===== config.mk =====
export PLATFORM = sky130hd
export DESIGN_NAME = ysyx_23060208_ifu_prefetch
export DESIGN_NICKNAME = d
export VERILOG_FILES = /design/src/rtl/ysyx_23060208_ifu_prefetch.sv
export SDC_FILE = /design/constraint.sdc
export NUM_CORES = 1
export LEC_CHECK = 0
export ABC_CLOCK_PERIOD_IN_PS = 3800
export BUFFER_PORTS_ARGS = -buffer_cell sky130_fd_sc_hd__buf_2
export CORE_MARGIN = 2
export CORE_UTILIZATION = 50
export DETAILED_ROUTE_END_ITERATION = 16
export GPL_ROUTABILITY_DRIVEN = 0
export PLACE_DENSITY_LB_ADDON = 0.1
export SLEW_MARGIN = 20
export SYNTH_ARGS = -nofsm -noshare
export SYNTH_HDL_FRONTEND = slang
export SYNTH_SLANG_ARGS = --single-unit

===== constraint.sdc =====
create_clock -name clk -period 3.8 [get_ports clk]
set_input_delay 0.76 -clock clk [delete_from_list [all_inputs] [get_ports clk]]
set_output_delay 0.76 -clock clk [all_outputs]
set_load 0.02 [all_outputs]

===== src/rtl/ysyx_23060208_ifu_prefetch.sv =====
// Instruction fetch unit with an in-order, credit-limited prefetch queue between imem and the IDU.
// Define IFU_PF_PERF_EN to add saturating fetch and drop performance counters.
module ysyx_23060208_ifu_prefetch #(
  parameter int unsigned           DATA_WIDTH = 32,
  parameter int unsigned           FIFO_DEPTH = 4,
  parameter logic [DATA_WIDTH-1:0] RESET_PC   = 32'h8000_0000
) (
  input  logic                  clk,
  input  logic                  rst,
  input  logic                  redirect_valid,
  input  logic [DATA_WIDTH-1:0] redirect_pc,
  output logic                  imem_req_valid,
  input  logic                  imem_req_ready,
  output logic [DATA_WIDTH-1:0] imem_req_addr,
  input  logic                  imem_resp_valid,
  input  logic [DATA_WIDTH-1:0] imem_resp_data,
  output logic                  ifu_to_idu_valid,
  output logic [DATA_WIDTH-1:0] ifu_to_idu_pc,
  output logic [DATA_WIDTH-1:0] ifu_to_idu_inst,
  input  logic                  idu_allowin
`ifdef IFU_PF_PERF_EN
  ,
  output logic [31:0]           perf_fetch_cnt,
  output logic [31:0]           perf_drop_cnt
`endif
);

  localparam int unsigned PW = $clog2(FIFO_DEPTH);
  localparam int unsigned CW = PW + 1;
  localparam logic [CW:0] DEPTH_W = (CW + 1)'(FIFO_DEPTH);

  logic [DATA_WIDTH-1:0] r_fpc;
  logic [DATA_WIDTH-1:0] r_rpc;
  logic [CW-1:0]         r_cnt;
  logic [CW-1:0]         r_outst;
  logic [CW-1:0]         r_drop;
  logic [PW-1:0]         r_wptr;
  logic [PW-1:0]         r_rptr;
  logic [DATA_WIDTH-1:0] r_pc_mem   [FIFO_DEPTH];
  logic [DATA_WIDTH-1:0] r_inst_mem [FIFO_DEPTH];

  logic [CW:0]           w_used;
  logic                  w_req_hs;
  logic                  w_resp;
  logic                  w_discard;
  logic                  w_push;
  logic                  w_pop;
  logic [CW-1:0]         w_hs_inc;
  logic [CW-1:0]         w_resp_dec;
  logic [CW-1:0]         w_push_inc;
  logic [CW-1:0]         w_pop_dec;
  logic [DATA_WIDTH-1:0] w_redirect_pc;

  // Buffered plus in-flight fetches never exceed the queue depth, so a response always has a slot.
  assign w_used         = {1'b0, r_cnt} + {1'b0, r_outst};
  assign imem_req_valid = !rst && !redirect_valid && (w_used < DEPTH_W);
  assign imem_req_addr  = r_fpc;

  assign w_req_hs   = imem_req_valid && imem_req_ready;
  assign w_resp     = imem_resp_valid && (r_outst != '0);
  assign w_discard  = w_resp && (r_drop != '0);
  assign w_push     = w_resp && (r_drop == '0) && !redirect_valid;
  assign w_pop      = ifu_to_idu_valid && idu_allowin;

  assign w_hs_inc   = w_req_hs ? CW'(1) : CW'(0);
  assign w_resp_dec = w_resp   ? CW'(1) : CW'(0);
  assign w_push_inc = w_push   ? CW'(1) : CW'(0);
  assign w_pop_dec  = w_pop    ? CW'(1) : CW'(0);

  assign w_redirect_pc = {redirect_pc[DATA_WIDTH-1:2], 2'b00};

  assign ifu_to_idu_valid = (r_cnt != '0);
  assign ifu_to_idu_pc    = r_pc_mem[r_rptr];
  assign ifu_to_idu_inst  = r_inst_mem[r_rptr];

  // NOTE: state registers use non-blocking assignments so every update samples pre-edge values.
  always_ff @(posedge clk or posedge rst) begin
    if (rst) begin
      r_fpc   <= RESET_PC;
      r_rpc   <= RESET_PC;
      r_cnt   <= '0;
      r_outst <= '0;
      r_drop  <= '0;
      r_wptr  <= '0;
      r_rptr  <= '0;
    end else if (redirect_valid) begin
      // Everything still in flight belongs to the old path, including nothing issued this cycle.
      r_fpc   <= w_redirect_pc;
      r_rpc   <= w_redirect_pc;
      r_cnt   <= '0;
      r_wptr  <= '0;
      r_rptr  <= '0;
      r_outst <= r_outst - w_resp_dec;
      r_drop  <= r_outst - w_resp_dec;
    end else begin
      if (w_req_hs) r_fpc <= r_fpc + DATA_WIDTH'(4);
      if (w_push) begin
        r_rpc  <= r_rpc + DATA_WIDTH'(4);
        r_wptr <= r_wptr + PW'(1);
      end
      if (w_pop) r_rptr <= r_rptr + PW'(1);
      if (w_discard) r_drop <= r_drop - CW'(1);
      r_cnt   <= r_cnt + w_push_inc - w_pop_dec;
      r_outst <= r_outst + w_hs_inc - w_resp_dec;
    end
  end

  // NOTE: queue storage has no reset; occupancy alone decides which entries are meaningful.
  always_ff @(posedge clk) begin
    if (w_push) begin
      r_pc_mem[r_wptr]   <= r_rpc;
      r_inst_mem[r_wptr] <= imem_resp_data;
    end
  end

`ifdef IFU_PF_PERF_EN
  logic [31:0] r_perf_fetch;
  logic [31:0] r_perf_drop;
  logic        w_resp_lost;
  logic [CW:0] w_drop_inc;
  logic [32:0] w_fetch_sum;
  logic [32:0] w_drop_sum;

  // A redirect counts every buffered entry plus a response arriving in the same cycle.
  assign w_resp_lost = w_resp && (redirect_valid || (r_drop != '0));
  assign w_drop_inc  = (redirect_valid ? {1'b0, r_cnt} : '0) + {{CW{1'b0}}, w_resp_lost};
  assign w_fetch_sum = {1'b0, r_perf_fetch} + {32'b0, w_req_hs};
  assign w_drop_sum  = {1'b0, r_perf_drop} + 33'(w_drop_inc);

  always_ff @(posedge clk or posedge rst) begin
    if (rst) begin
      r_perf_fetch <= '0;
      r_perf_drop  <= '0;
    end else begin
      r_perf_fetch <= w_fetch_sum[32] ? 32'hFFFF_FFFF : w_fetch_sum[31:0];
      r_perf_drop  <= w_drop_sum[32]  ? 32'hFFFF_FFFF : w_drop_sum[31:0];
    end
  end

  assign perf_fetch_cnt = r_perf_fetch;
  assign perf_drop_cnt  = r_perf_drop;
`endif

endmodule


==> results of run 1 <==
-- kinds of logic (layout without fill, tap and decap cells) --
kind of cell,count (synthesis),after routing,share of synthesized area [%]
AOI/OAI and AO/OA,92,92,4.41
xor gates and xnor gates,37,37,2.45
adders and majority gates,18,18,1.82
buffers and inverters,57,262,1.84
DFF,321,321,70.1
muxes,67,67,11.0
other,1,4,0.0284
and+or+nand+nor,209,209,8.35
-- sequential cells by signal (all words and copies together), names as in the netlist --
| name | count |
|---|---|
| r_rptr | 2 |
| r_outst | 3 |
| r_wptr | 2 |
| imem_req_addr | 30 |
| r_pc_mem | 120 |
| r_inst_mem | 128 |
| r_cnt | 3 |
| r_rpc | 30 |
| r_drop | 3 |
-- final cells by class --
class | instances | area, um^2 | area share [%]
inverters | 20 | 75.1 | 0.480
clock inverters | 17 | 151 | 0.968
well taps | 335 | 419 | 2.68
repair buffers | 181 | 1060 | 6.75
clock buffers | 44 | 940 | 6.01
flip-flops and latches | 321 | 9280 | 59.3
multi-input cells | 427 | 3720 | 23.8
-- per-stage QoR --
stage	hold WS [ns]	power (mW)	worst slack, ns	cells	instance area [um^2]
floorplan	0.503	5.77	0.539	805	13200
global placement	0.531	6.46	0.786	1284	14600
detailed placement	0.535	6.48	0.792	1284	14600
CTS	0.371	9.71	0.579	1345	15600
global route	0.398	10.0	0.505	1345	15600
finish	0.362	9.56	0.663	1345	15600
-- final timing paths --
check	start	to	depth (start not counted)
max in group asynchronous	rst	imem_req_addr[31]	3
worst min-delay path	rst	imem_req_addr[25]	2
worst max register to register	r_drop[0]	r_cnt[2]	14
worst min register to register	imem_req_addr[31]	imem_req_addr[31]	2
worst max-delay path	r_rptr[0]	ifu_to_idu_inst[18]	3
min in group clk	imem_resp_data[10]	r_inst_mem[1][10]	1
-- layer usage --
metal	track usage [%]	up-vias
met5	0	-
met4	4.69	0
met3	3.94	43
met2	29.9	280
met1	29.6	3781
li1	-	3505
-- cell usage after synthesis, drive strengths merged (16+ instances only) --
master / n / area share, %
clkbuf: 18 / 0.51
xnor2: 20 / 1.3
ha: 16 / 1.5
mux4: 62 / 11
nand3: 40 / 1.5
inv: 18 / 0.51
buf: 19 / 0.76
nor2: 26 / 0.74
xor2: 17 / 1.1
dfrtp: 71 / 13
o21ai: 45 / 1.7
edfxtp: 248 / 56
nand2: 66 / 1.9
-- report_power, final --
part / total, mW / internal, mW / switching, mW
registers: 4.34 / 4.03 / 0.311
clock network: 3.20 / 1.89 / 1.30
logic: 2.03 / 0.924 / 1.11
-- worst max-delay path: cells and delay by family, from the launching register on --
family	cells	cell delay (ns)
flops	1	0.83
mux	1	0.53
buf+inv	2	0.51
==> impl_metrics.py, run 1 <==
metrics = {
    "outcome": {
        "status": "completed",
    },
    "synthesis": {
        "synth-edff-count": 248,
        "syn_avg_cell_area_um2": 16.5,
        "yosys_warnings": 0,
        "synth-seq-cells": 321,
        "yosysSeqAreaShare_pct": 70.1,
        "synth_cells": 802,
        "syn_area_um2": 13200,
        "ys.flop_type": "edfxtp_1",
        "yosysUniqueCellTypes": 53,
        "async_flop_share_pct": 22.7,
    },
    "clock_tree": {
        "h-tree-depth": 2,
        "numCtsBuffers": 34,
        "cts_root_buf": "clkbuf_16",
        "cts_sinks": 321,
        "cts_tree": "done",
        "cts_resized": 0,
        "worst_skew_pair.late_latency_ns": 0.50,
        "ctsHoldBuffers": 0,
        "post-cts-setup-buffers": 0,
        "cts_buffer_depth": 3,
        "cts.clk_slew.worst_paths_ns": 0.06,
    },
    "drt": {
        "routedWlPerCell_um": 20.0,
        "wirelength_um": 26900,
        "firstDrtPassIters": 4,
        "drc": 0,
        "wl_met2_um": 12300,
        "avgViaCountPerCell": 5.66,
        "met1_length_um": 12200,
        "vias": 7609,
        "drt_iter0_drc": 649,
        "met3_length_um": 1900,
        "top_layer": "met4",
        "ant_nets": 0,
    },
    "grt": {
        "overflow": 0,
        "antenna_found_initial": 0,
        "grt_max_degree": 79,
        "first_global_vias": 7554,
        "grt.total_usage_pct": 19.6,
        "grt_pass1_wl_um": 42800,
    },
    "layout": {
        "area_growth_syn_to_layout_pct": 18.3,
        "final_cell_mix": "248 x edfxtp_1, 161 x buf_2, 69 x dfrtp_1",
        "nFillCells": 2034,
        "antennaDiodeCount": 0,
        "drive_gt1_share_pct": 31.2,
        "num-nets-final": 1073,
        "layout_commonest_cell": "edfxtp_1",
        "fin_util_pct": 60.2,
    },
    "timing": {
        "tightest_slew_ns": 0.803,
        "hold_viol": 0,
        "maxSlewHeadroom_pct": 46.5,
        "fin_skew_ns": 0.0142,
        "fin_setup_tns_ns": 0,
        "timing.final.crit_share_pct": 82.6,
        "setup_viol": 0,
        "period_needed_ns": 3.14,
        "max_freq_ghz": 0.319,
        "rsz0062_at_grt": "false",
        "final_max_slew_viol_count": 0,
    },
    "setup_path": {
        "start_kind": "register",
        "critical_path_class": "register to output port",
        "crit_required_ns": 3.04,
        "r2r_setup_slack_ns": 1.10,
        "slowest_delay_ns": 0.83,
        "worstPathCellList": "buf_4 -> mux4_2 -> buf_2",
        "critPathSlowestCell": "dfrtp_4",
        "critPathArrivalTime_ns": 2.38,
        "worstSetupEndpointType": "output port",
        "crit_fanout": 29,
    },
    "die": {
        "dieArea_um2": 27800,
        "num_rows": 59,
        "start_util_pct": 50.9,
        "ios": 168,
        "die_w_um": 167,
        "die_h_um": 167,
        "coreArea_um2": 26000,
    },
    "worst_hold_path": {
        "hp-class": "input port to async pin",
    },
    "placed_design": {
        "portBuffers": 161,
        "dpl.hpwl_um": 17300,
    },
    "power": {
        "power_density_nw_per_um2": 611,
        "power.leakage_nw": 5.60,
        "vdd_drop_max_mv": 0.399,
    },
    "run": {
        "drv_cap": 0,
    },
}
(Power assumes the default switching activity.)
==> inputs of run 2 (changes only) <==
--- a/config.mk
+++ b/config.mk
@@ -5,7 +5,8 @@
 export SDC_FILE = /design/constraint.sdc
 export NUM_CORES = 1
 export LEC_CHECK = 0
-export ABC_CLOCK_PERIOD_IN_PS = 3800
+export ABC_AREA = 1
+export ABC_CLOCK_PERIOD_IN_PS = 2750
 export BUFFER_PORTS_ARGS = -buffer_cell sky130_fd_sc_hd__buf_2
 export CORE_MARGIN = 2
 export CORE_UTILIZATION = 50
==> constraint.sdc (replaced) <==
create_clock -name clk -period 2.75 [get_ports clk]
set_input_delay 0.55 -clock clk [delete_from_list [all_inputs] [get_ports clk]]
set_output_delay 0.55 -clock clk [all_outputs]
set_load 0.02 [all_outputs]
==> impl_metrics.py, run 2 <==
metrics = {
    "grt": {
        "grt.total_usage_pct": 22.0,
        "grt_max_degree": 79,
        "antenna_found_initial": 0,
        "first_global_vias": 9935,
        "grt_pass1_wl_um": 52400,
        "overflow": 0,
    },
    "power": {
        "seq_power_share_pct": 43.7,
        "swShare_pct": 32.4,
        "vdd_drop_max_mv": 0.358,
        "p_int_mw": 9.42,
        "power_density_nw_per_um2": 835,
        "p_total_mw": 13.9,
        "power_frac_comb_pct": 24.4,
        "p_clk_share_pct": 31.9,
        "power.leakage_nw": 6.55,
        "switchingPower_mw": 4.51,
    },
    "timing": {
        "final_max_slew_viol_count": 0,
        "maxSlewHeadroom_pct": 32.9,
        "timing.hold.ws_ns": 0.250,
        "hold_viol": 0,
        "tightest_slew_ns": 1.01,
        "layout_setup_ws_ns": 0.209,
        "max_freq_ghz": 0.394,
        "rsz0062_at_grt": "false",
        "timing.final.crit_share_pct": 92.4,
        "setup_viol": 0,
        "period_needed_ns": 2.54,
        "fin_skew_ns": 0.0120,
    },
    "synthesis": {
        "synth_mux_area_share_pct": 0,
        "synth_most_common_cell": "edfxtp_1",
        "yosysUniqueCellTypes": 37,
        "syn_avg_cell_area_um2": 10.6,
        "synth_xor_area_share_pct": 1.79,
        "synthAdderAreaFrac_pct": 1.69,
        "synth_top_area_cell": "edfxtp_1",
        "synth_area_leaders": "edfxtp_1 52%, dfrtp_1 12%, nand2_1 6.2%",
        "yosysSeqAreaShare_pct": 65.2,
        "post_synth_most_frequent_cells": "248 x edfxtp_1, 233 x nand2_1, 189 x nor2_1, 160 x o21ai_0, 99 x inv_1",
        "synth-seq-cells": 321,
        "syn_area_um2": 14200,
        "synth_top_family_by_area": "simple AND/OR/NAND/NOR gates",
        "yosys_warnings": 0,
        "ys.flop_type": "edfxtp_1",
        "synth-edff-count": 248,
        "synth_cells": 1343,
        "synth-compound-area-share_pct": 9.72,
        "synth-simple-area-share_pct": 16.6,
        "async_flop_share_pct": 22.7,
        "yosysTopAreaCellShare_pct": 52.4,
    },
    "layout": {
        "area_growth_syn_to_layout_pct": 17.3,
        "final_cell_mix": "248 x edfxtp_1, 233 x nand2_1, 185 x nor2_1",
        "largest_register_ffs": 128,
        "nFillCells": 2359,
        "drive_gt1_share_pct": 18.0,
        "stdcell_area_um2": 16700,
        "layoutNonFillerInstCount": 1910,
        "largest_registers": "r_inst_mem x128, r_pc_mem x120",
        "largest-register": "r_inst_mem",
        "layout_commonest_cell": "edfxtp_1",
        "num-nets-final": 1594,
    },
    "drt": {
        "routedWlPerCell_um": 17.2,
        "vias": 10126,
        "drt_iter0_drc": 644,
        "wirelength_um": 32800,
        "ant_nets": 0,
        "firstDrtPassIters": 5,
        "drc": 0,
        "avgViaCountPerCell": 5.30,
    },
    "clock_tree": {
        "cts_buffer_depth": 3,
        "h-tree-depth": 2,
        "post-cts-setup-buffers": 0,
        "worst_skew_pair.late_latency_ns": 0.51,
        "cts_sinks": 321,
        "cts_resized": 0,
        "numCtsBuffers": 34,
        "cts_root_buf": "clkbuf_16",
        "cts.clk_slew.worst_paths_ns": 0.06,
        "cts_tree": "done",
        "ctsHoldBuffers": 0,
    },
    "setup_path": {
        "crit_fanout": 78,
        "critical_path_class": "register to output port",
        "critPathTopFamily": "buffers and inverters",
        "reg2reg_to": "r_outst[2]",
        "r2r_setup_slack_ns": 0.28,
        "crit_required_ns": 2.20,
        "cp_num_buf_inv": 3,
        "start_kind": "register",
        "slowest_delay_ns": 0.53,
        "critPathSlowestCell": "dfrtp_4",
        "r2r_start": "r_cnt[1]",
        "cp-startpoint": "r_rptr[0]",
        "worstPathCellList": "clkinv_2 -> buf_12 -> o21ai_0 -> o22ai_1 -> buf_2",
        "worstSetupEndpointType": "output port",
        "reg2reg_depth": 11,
        "critPathArrivalTime_ns": 1.99,
    },
    "placed_design": {
        "pre_cts_ws_ns": 0.208,
        "placed_cells": 1848,
        "dpl.hpwl_um": 20900,
        "portBuffers": 161,
        "placed_cell_area_um2": 15600,
    },
    "die": {
        "ios": 168,
        "start_util_pct": 51.0,
        "dieArea_um2": 29800,
        "num_rows": 61,
        "coreArea_um2": 27900,
        "die_w_um": 173,
        "die_h_um": 173,
    },
    "worst_hold_path": {
        "whs_path_depth": 1,
        "min_delay_worst_endpoint": "r_inst_mem[3][25]",
        "worstHoldStart": "imem_resp_data[25]",
        "hp-class": "input port to register",
    },
    "run": {
        "drv_cap": 0,
    },
    "outcome": {
        "status": "completed",
    },
}
==> run 2: area by class of cell <==
cell class              count  area [um^2]  area share, %
inverters                 104          400           2.40
clock buffers              43          906           5.43
well taps                 378          473           2.84
repair buffers            186         1120           6.71
clock inverters            18          183           1.10
diodes                      1         2.50         0.0150
flip-flops and latches    321         9280           55.6
multi-input cells         859         4320           25.9
==> run 2: power by group through the flow <==
| stage | logic (mW) | registers, mW | clock network, mW |
|---|---|---|---|
| after global placement | 3.37 | 6.17 | 0 |
| after CTS | 3.45 | 6.08 | 4.54 |
| after floorplan | 2.28 | 6.14 | 0 |
| after detailed placement | 3.44 | 6.18 | 0 |
| final | 3.40 | 6.09 | 4.44 |
| after global routing | 3.79 | 6.14 | 4.77 |
==> run 2: worst max-delay path by stage <==
stage	end	slack, ns	depth (start not counted)
final	ifu_to_idu_inst[13]	0.21	5
after global placement	r_outst[2]	0.24	13
after CTS	ifu_to_idu_pc[5]	0.16	5
after global routing	ifu_to_idu_pc[17]	0.06	4
after detailed placement	r_outst[2]	0.21	13
after floorplan	r_outst[2]	-0.71	14
==> run 2: cells by family after synthesis <==
| group | after synthesis |
|---|---|
| flip-flops | 321 |
| other | 1 |
| buffers and inverters | 166 |
| XOR/XNOR | 29 |
| AND/OR/NAND/NOR | 557 |
| adder cells (fa/ha/maj) | 18 |
| AO/OA/AOI/OAI | 251 |
==> run 2: metrics by stage <==
stage / util (%) / setup TNS [ns]
global route: 59.9 / 0
detailed placement: 56.0 / 0
floorplan: - / -1.31
CTS: 59.9 / 0
global placement: 56.0 / 0
finish: 59.9 / 0
==> run 2: metal layers <==
layer	share of wire, %	wire length (um)	GRT usage [%]	up-vias
li1	-	-	-	4974
met1	44	14500	29.6	4810
met2	48	15800	37.4	289
met3	5.4	1780	3.36	53
met4	2.1	702	6.23	0
met5	0	0	0	-
==> inputs of run 3 (changes only) <==
--- a/config.mk
+++ b/config.mk
@@ -8,8 +8,10 @@
 export ABC_AREA = 1
 export ABC_CLOCK_PERIOD_IN_PS = 2750
 export BUFFER_PORTS_ARGS = -buffer_cell sky130_fd_sc_hd__buf_2
+export CELL_PAD_IN_SITES_DETAIL_PLACEMENT = 1
+export CELL_PAD_IN_SITES_GLOBAL_PLACEMENT = 1
 export CORE_MARGIN = 2
-export CORE_UTILIZATION = 50
+export CORE_UTILIZATION = 42
 export DETAILED_ROUTE_END_ITERATION = 16
 export GPL_ROUTABILITY_DRIVEN = 0
 export PLACE_DENSITY_LB_ADDON = 0.1
==> impl_metrics.py, run 3 (synthesis gave the netlist of run 2 again) <==
metrics = {
    "clock_tree": {
        "numCtsBuffers": 36,
        "post-cts-setup-buffers": 0,
        "cts_resized": 2,
        "cts_buffer_depth": 3,
        "cts_root_buf": "clkbuf_16",
        "ctsHoldBuffers": 0,
        "h-tree-depth": 2,
        "cts_tree": "done",
        "worst_skew_pair.late_latency_ns": 0.52,
        "cts.clk_slew.worst_paths_ns": 0.06,
        "cts_sinks": 321,
    },
    "layout": {
        "stdcell_area_um2": 16800,
        "area_growth_syn_to_layout_pct": 18.5,
        "largest_registers": "r_inst_mem x128, r_pc_mem x120",
        "seq_area_um2": 9280,
        "final_cell_mix": "248 x edfxtp_1, 233 x nand2_1, 185 x nor2_1",
        "largest_register_ffs": 128,
        "drive_gt1_share_pct": 18.6,
        "layoutNonFillerInstCount": 1982,
        "nFillCells": 3661,
        "layout_commonest_cell": "edfxtp_1",
        "multiInputGateArea_um2": 4320,
        "fin_util_pct": 50.4,
        "largest-register": "r_inst_mem",
        "num-nets-final": 1597,
    },
    "setup_path": {
        "start_kind": "register",
        "critical_path_class": "register to output port",
        "slowest_delay_ns": 0.53,
        "worstSetupEndpointType": "output port",
        "critPathSlowestCell": "dfrtp_4",
        "reg2reg_depth": 11,
        "crit_required_ns": 2.20,
        "critPathArrivalTime_ns": 2.09,
        "critPathTopFamily": "buffers and inverters",
        "cp_num_buf_inv": 3,
        "crit_fanout": 87,
        "crit_cells": 5,
        "worstPathCellList": "clkinv_2 -> buf_16 -> o21ai_0 -> o22ai_1 -> buf_2",
    },
    "power": {
        "p_int_mw": 9.55,
        "swShare_pct": 33.2,
        "vdd_drop_max_mv": 0.422,
        "power.leakage_nw": 6.60,
        "power_frac_comb_pct": 24.4,
        "switchingPower_mw": 4.74,
        "power_density_nw_per_um2": 848,
        "p_total_mw": 14.3,
        "seq_power_share_pct": 42.8,
        "p_clk_share_pct": 32.8,
    },
    "die": {
        "die_h_um": 188,
        "ios": 168,
        "num_rows": 67,
        "start_util_pct": 42.5,
        "die_w_um": 188,
        "dieArea_um2": 35300,
        "coreArea_um2": 33400,
    },
    "grt": {
        "first_global_vias": 11113,
        "antenna_found_initial": 0,
        "grt_pass1_wl_um": 61100,
        "overflow": 0,
        "grt.total_usage_pct": 21.9,
        "grt_max_degree": 88,
    },
    "timing": {
        "setup_viol": 0,
        "maxSlewHeadroom_pct": 50.5,
        "timing.hold.ws_ns": 0.122,
        "rsz0062_at_grt": "false",
        "hold_viol": 0,
        "fin_skew_ns": 0.0120,
        "period_needed_ns": 2.64,
        "max_freq_ghz": 0.379,
        "timing.final.crit_share_pct": 96.1,
        "layout_setup_ws_ns": 0.108,
        "final_max_slew_viol_count": 0,
        "fin_setup_tns_ns": 0,
        "tightest_slew_ns": 0.742,
    },
    "outcome": {
        "status": "completed",
    },
    "drt": {
        "vias": 10498,
        "avgViaCountPerCell": 5.30,
        "drc": 0,
        "wirelength_um": 38200,
        "ant_nets": 0,
        "drt_iter0_drc": 512,
        "routedWlPerCell_um": 19.3,
        "firstDrtPassIters": 4,
    },
    "placed_design": {
        "portBuffers": 161,
        "dpl.hpwl_um": 25200,
        "placed_cell_area_um2": 15700,
        "placed_cells": 1919,
        "pre_cts_ws_ns": 0.198,
    },
    "run": {
        "drv_cap": 0,
    },
    "worst_hold_path": {
        "hp-class": "input port to async pin",
    },
}
[run 3: cell types whose count changed in the layout (fill, tap and decap cells not counted), moves of 2 or more]
cell and delta:
buf_6 +2, clkbuf_1 -3, clkbuf_16 +2, clkinv_1 -5, clkinv_2 +4, clkinv_4 +3, clkinv_8 -2, inv_6 +3
[run 3: worst min-delay path, cell delays in order]
cell        delay (ns)
buf_2             0.11
clkinvlp_4        0.07
buf_4             0.30
[run 3: layout make-up]
class                      instances  share of cell area, %
sequential                       321                   55.1
clock inverter                    20                   1.16
clock buffer                      42                   5.61
timing repair buffer             187                   6.78
antenna                            1                 0.0149
inverter                         104                   2.38
multi-input combinational        859                   25.6
tap                              448                   3.33
[run 3: layer usage]
metal / vias to the layer above / wire length [um] / share of wire, % / global-route usage [%]
li1: 4969 / - / - / -
met1: 5261 / 17200 / 45 / 28.7
met2: 217 / 18900 / 50 / 38.4
met3: 51 / 1450 / 3.8 / 3.13
met4: 0 / 661 / 1.7 / 5.45
met5: - / 0 / 0 / 0
[run 3: power by group through the flow]
stage / logic [mW] / registers (mW) / clock network, mW
after floorplan: 2.28 / 6.14 / 0
final: 3.49 / 6.11 / 4.69
after global placement: 3.42 / 6.18 / 0
after detailed placement: 3.53 / 6.21 / 0
after global routing: 3.90 / 6.18 / 5.00
after CTS: 3.55 / 6.11 / 4.82
[run 3: path summary, 6_finish.rpt]
path | start | to | slack [ns]
worst max-delay path | r_rptr[0] | ifu_to_idu_pc[23] | 0.11
worst min-delay path | rst | r_outst[2] | 0.12
worst max register to register | r_cnt[1] | r_outst[2] | 0.24
worst min register to register | r_rpc[31] | r_pc_mem[3][31] | 0.57
max in group asynchronous | rst | r_rptr[0] | 1.54
min in group clk | imem_resp_data[7] | r_inst_mem[0][7] | 0.25
